### config.mk
export PLATFORM = sky130hd
export DESIGN_NAME = frame_sequencer
export DESIGN_NICKNAME = d
export VERILOG_FILES = /design/src/rtl/frame_sequencer.sv
export SDC_FILE = /design/constraint.sdc
export NUM_CORES = 1
export LEC_CHECK = 0
export CAP_MARGIN = 20
export CELL_PAD_IN_SITES_DETAIL_PLACEMENT = 1
export CELL_PAD_IN_SITES_GLOBAL_PLACEMENT = 2
export CORE_MARGIN = 4
export CORE_UTILIZATION = 42
export DETAILED_ROUTE_END_ITERATION = 16
export GPL_ROUTABILITY_DRIVEN = 1
export PLACE_DENSITY = 0.82
export SYNTH_ARGS = -nofsm -noshare
export SYNTH_HDL_FRONTEND = slang
export SYNTH_SLANG_ARGS = --single-unit
### constraint.sdc
create_clock -name clock -period 7.84 [get_ports clock]
set_input_delay 1.568 -clock clock [delete_from_list [all_inputs] [get_ports clock]]
set_output_delay 1.568 -clock clock [all_outputs]
set_load 0.005 [all_outputs]
### src/rtl/frame_sequencer.sv
// Frame sequencer: emits a fixed header then a payload window, each bit held
// for BIT_CYCLES clocks, followed by a trigger-low gap; optional back-to-back repeat.
module frame_sequencer #(
    parameter int unsigned BIT_CYCLES   = 50,
    parameter int unsigned PRE_BITS     = 16,
    parameter logic [63:0] PRE_PATTERN  = 64'hAAAB,
    parameter int unsigned PAYLOAD_BITS = 144,
    parameter int unsigned GAP_CYCLES   = 4
) (
    input  logic clock,
    input  logic reset,
    input  logic start,
    input  logic repeat_en,
    input  logic abort,
    output logic trigger,
    output logic sending,
    output logic head,
    output logic datacmd,
    output logic busy,
    output logic frame_done
);

    localparam int unsigned CNT_W  = 16;
    localparam int unsigned PAT_W  = 64;
    localparam logic [CNT_W-1:0] BIT_LAST = CNT_W'(BIT_CYCLES - 1);
    localparam logic [CNT_W-1:0] PRE_LAST = CNT_W'(PRE_BITS - 1);
    localparam logic [CNT_W-1:0] PAY_LAST = CNT_W'(PAYLOAD_BITS - 1);
    localparam logic [CNT_W-1:0] GAP_LAST = CNT_W'(GAP_CYCLES - 1);
    // Header left-aligned so the current bit is always the MSB of the shifter.
    localparam logic [PAT_W-1:0] HDR_INIT = PRE_PATTERN << (PAT_W - PRE_BITS);

    typedef enum logic [1:0] {
        IDLE    = 2'd0,
        HEADER  = 2'd1,
        PAYLOAD = 2'd2,
        GAP     = 2'd3
    } state_t;

    state_t             state;
    logic [CNT_W-1:0]   cyc_cnt;
    logic [CNT_W-1:0]   bit_cnt;
    logic [PAT_W-1:0]   hdr_sr;

    always_ff @(posedge clock or negedge reset) begin
        if (!reset) begin
            state      <= IDLE;
            cyc_cnt    <= '0;
            bit_cnt    <= '0;
            hdr_sr     <= '0;
            trigger    <= 1'b0;
            sending    <= 1'b0;
            head       <= 1'b0;
            datacmd    <= 1'b0;
            busy       <= 1'b0;
            frame_done <= 1'b0;
        end else begin
            frame_done <= 1'b0;
            case (state)
                IDLE: begin
                    if (start && !abort) begin
                        state   <= HEADER;
                        cyc_cnt <= '0;
                        bit_cnt <= '0;
                        hdr_sr  <= HDR_INIT;
                        trigger <= 1'b1;
                        sending <= 1'b1;
                        head    <= HDR_INIT[PAT_W-1];
                        datacmd <= 1'b0;
                        busy    <= 1'b1;
                    end
                end

                HEADER: begin
                    if (abort) begin
                        state   <= GAP;
                        cyc_cnt <= '0;
                        bit_cnt <= '0;
                        trigger <= 1'b0;
                        sending <= 1'b0;
                        head    <= 1'b0;
                        datacmd <= 1'b0;
                    end else if (cyc_cnt == BIT_LAST) begin
                        cyc_cnt <= '0;
                        if (bit_cnt == PRE_LAST) begin
                            state   <= PAYLOAD;
                            bit_cnt <= '0;
                            head    <= 1'b0;
                            datacmd <= 1'b1;
                        end else begin
                            bit_cnt <= bit_cnt + CNT_W'(1);
                            hdr_sr  <= hdr_sr << 1;
                            head    <= hdr_sr[PAT_W-2];
                        end
                    end else begin
                        cyc_cnt <= cyc_cnt + CNT_W'(1);
                    end
                end

                PAYLOAD: begin
                    // Abort is checked first so it also suppresses frame_done on the last cycle.
                    if (abort) begin
                        state   <= GAP;
                        cyc_cnt <= '0;
                        bit_cnt <= '0;
                        trigger <= 1'b0;
                        sending <= 1'b0;
                        head    <= 1'b0;
                        datacmd <= 1'b0;
                    end else if (cyc_cnt == BIT_LAST) begin
                        cyc_cnt <= '0;
                        if (bit_cnt == PAY_LAST) begin
                            state      <= GAP;
                            bit_cnt    <= '0;
                            trigger    <= 1'b0;
                            sending    <= 1'b0;
                            datacmd    <= 1'b0;
                            frame_done <= 1'b1;
                        end else begin
                            bit_cnt <= bit_cnt + CNT_W'(1);
                        end
                    end else begin
                        cyc_cnt <= cyc_cnt + CNT_W'(1);
                    end
                end

                GAP: begin
                    if (cyc_cnt == GAP_LAST) begin
                        cyc_cnt <= '0;
                        bit_cnt <= '0;
                        if (repeat_en) begin
                            state   <= HEADER;
                            hdr_sr  <= HDR_INIT;
                            trigger <= 1'b1;
                            sending <= 1'b1;
                            head    <= HDR_INIT[PAT_W-1];
                            datacmd <= 1'b0;
                            busy    <= 1'b1;
                        end else begin
                            state <= IDLE;
                            busy  <= 1'b0;
                        end
                    end else begin
                        cyc_cnt <= cyc_cnt + CNT_W'(1);
                    end
                end

                default: begin
                    state <= IDLE;
                    busy  <= 1'b0;
                end
            endcase
        end
    end

endmodule
==> flow_metrics.py <==
metrics = {
    "sta": {
        "finalHoldViolations": 0,
        "slew_violations": 0,
        "relSlewSlack_pct": 37.9,
        "setup_violations": 0,
        "period_minus_slack_ns": 3.84,
        "rsz0062_at_grt": "false",
        "min_period_over_period_pct": 49.0,
        "fin_ws_ns": 4.00,
        "fmax_mhz": 261,
        "fin_setup_tns_ns": 0,
        "worst_pin_slew_ns": 0.925,
        "fin_skew_ns": 0.00930,
    },
    "clock_tree": {
        "holdBufCountCts": 0,
        "cts_buffer_depth": 2,
        "cts_resized": 0,
        "cts_setup_buffers": 0,
        "cts-root-buf": "clkbuf_8",
        "ctsHtreeMaxLevel": 2,
        "clock-sinks": 54,
        "numCtsBuffers": 5,
        "cts.clk_slew.worst_paths_ns": 0.10,
        "clkLatencyLatePin_ns": 0.31,
        "cts_tree": "built",
    },
    "die": {
        "dieArea_sq_um": 8890,
        "die_y_microns": 94.3,
        "rows": 31,
        "io_pins": 11,
        "initial_core_util_pct": 43.1,
        "core_sq_um": 7250,
        "die_w_microns": 94.3,
    },
    "layout": {
        "fin_area_sq_um": 3400,
        "final_nets": 358,
        "syn2layout_area_growth_pct": 8.65,
        "diodes": 0,
        "layout_commonest_cell": "dfrtp_1",
        "final_cell_mix": "dfrtp_1 (54), nand2_1 (46), inv_1 (17), nand3_1 (17), o21ai_0 (17)",
        "fillers": 851,
        "drive_above_1_share_pct": 8.09,
    },
    "critical_path": {
        "worstPathArrival_ns": 4.04,
        "cp_max_fo": 15,
        "crit_start": "abort",
        "crit_type": "primary input to flip-flop",
        "endpoint_kind": "flip-flop",
        "timing.critical_path.required_ns": 8.04,
        "start_kind": "primary input",
        "reg2reg_from": "cyc_cnt[3]$_DFFE_PN0P_",
    },
    "routing": {
        "drc": 0,
        "dr.first_iter.drc_count": 96,
        "ant_nets": 0,
        "vias_per_cell": 5.78,
        "via_count": 2573,
        "drt-pass1-iter-count": 4,
        "wl_mm": 7.70,
        "detail_route.wl_per_cell_microns": 17.3,
    },
    "synth": {
        "syn_nets": 352,
        "ys_warn_count": 0,
        "synthCells": 339,
        "synth_edf_count": 0,
        "async_flop_share_pct": 100,
        "synth_seq_area_share_pct": 43.2,
        "ys_ff_latch": 54,
        "ys.flop_type": "dfrtp_1",
        "netlist_area_sq_um": 3130,
        "synth_cell_types": 52,
        "postSynthAreaPerCell_sq_um": 9.22,
    },
    "global_routing": {
        "grt_antenna_before_repair": 0,
        "grt_pass1_vias": 2790,
        "grtUsageTotal_pct": 19.1,
        "grt-ovfl-total": 0,
        "grt_max_degree": 55,
        "grt_pass1_wl_mm": 13.4,
    },
    "placed_design": {
        "place_hpwl_mm": 5.33,
        "post-place-ws_ns": 3.66,
        "port_buffers": 10,
        "placed_cell_area_sq_um": 3310,
        "gp_congestion": 0.781,
    },
    "pwr": {
        "p_leak_nw": 1.42,
        "peakVddDrop_v": 0.000115,
        "power_density_nw_per_um2": 303,
        "power_mw": 1.03,
    },
    "run": {
        "maxCapViolCount": 0,
    },
    "hold_path": {
        "min_path_type": "flip-flop to flip-flop",
        "hp-start": "bit_cnt[15]$_DFFE_PN0P_",
    },
    "outcome": {
        "status": "finished clean",
    },
}
==> flip-flops by register name, summed over array words and instances (netlist names) <==
| name | flops |
|---|---|
| state | 2 |
| cyc_cnt | 16 |
| hdr_sr | 15 |
| bit_cnt | 16 |
| busy | 1 |
| sending | 1 |
| head | 1 |
| datacmd | 1 |
| frame_done | 1 |
==> final cells by class <==
cell class,count,area [sq um],area share (%)
clock buffers,6,72.6,2.14
clock inverters,2,13.8,0.405
inverters,17,63.8,1.88
multi-input cells,252,1640,48.2
flip-flops and latches,54,1350,39.8
well taps,99,124,3.65
repair buffers,15,133,3.91
==> worst paths after layout <==
kind	to	slack, ns	cells after the start
setup / recovery	hdr_sr[55]$_DFFE_PN0P_	4.00	5
hold / removal	bit_cnt[15]$_DFFE_PN0P_	0.49	1
setup reg to reg	hdr_sr[55]$_DFFE_PN0P_	4.60	5
hold reg to reg	bit_cnt[15]$_DFFE_PN0P_	0.49	1
max in group asynchronous	hdr_sr[54]$_DFFE_PN0P_	5.98	2
min in group asynchronous	sending$_DFFE_PN0P_	1.38	2
==> cells by family after synthesis <==
family	after synthesis	synth area share (%)
AO/OA/AOI/OAI	76	16.5
AND/OR/NAND/NOR	144	24.4
adder cells (fa/ha/maj)	8	3.20
multiplexers	24	8.29
flip-flops	54	43.2
buffers and inverters	33	4.36
==> routing by layer <==
layer  part of all wire (%)  track usage (%)  up-vias
met5                      0                0        -
met4                    1.4             6.26        0
met3                    2.2             2.72        9
met2                     50             34.7       24
met1                     47             22.9     1292
li1                       -                -     1248
==> worst max-delay path, stage by stage <==
cell	delay, ns
clkdlybuf4s50_1	0.51
o21a_1	0.36
or3_4	0.45
or3_1	0.70
mux2_1	0.44
==> cell usage after synthesis (3+ instances only) <==
library cell	instances	area (sq um)
dfrtp_1	54	1350
nand2_1	46	173
inv_1	17	63.8
nand3_1	17	85.1
o21ai_0	17	85.1
mux2i_1	15	150
a21oi_1	12	60.1
clkbuf_1	12	45.0
nor3_1	12	60.1
nor2_1	9	33.8
a211oi_1	8	60.1
ha_1	8	100
nor2b_1	7	43.8
nor4_1	7	43.8
nand4_1	6	37.5
or4_1	6	45.0
and3_1	5	31.3
o22a_1	5	43.8
o22ai_1	5	31.3
or2_2	5	31.3
and2_1	4	25.0
mux2_1	4	45.0
nand2b_1	4	25.0
nor3b_1	4	30.0
o21a_1	4	30.0
or3_1	4	25.0
mux2_2	3	33.8
o311ai_0	3	26.3
o31ai_1	3	22.5
o41ai_1	3	26.3
==> stage by stage <==
step                      utilization, %  hold WS [ns]  std cells
after floorplan                        -         0.455        339
after global placement              45.6         0.470        437
after CTS                           46.8         0.497        445
after global routing                46.8         0.514        445
after detailed placement            45.6         0.480        437
final                               46.8         0.492        445
==> power breakdown <==
part / internal [mW] / total [mW] / switching, mW
Clock: 0.0635 / 0.161 / 0.0974
Sequential: 0.330 / 0.363 / 0.0329
Combinational: 0.202 / 0.507 / 0.305
Total: 0.596 / 1.03 / 0.435
Power figures use the tool's default switching activity.
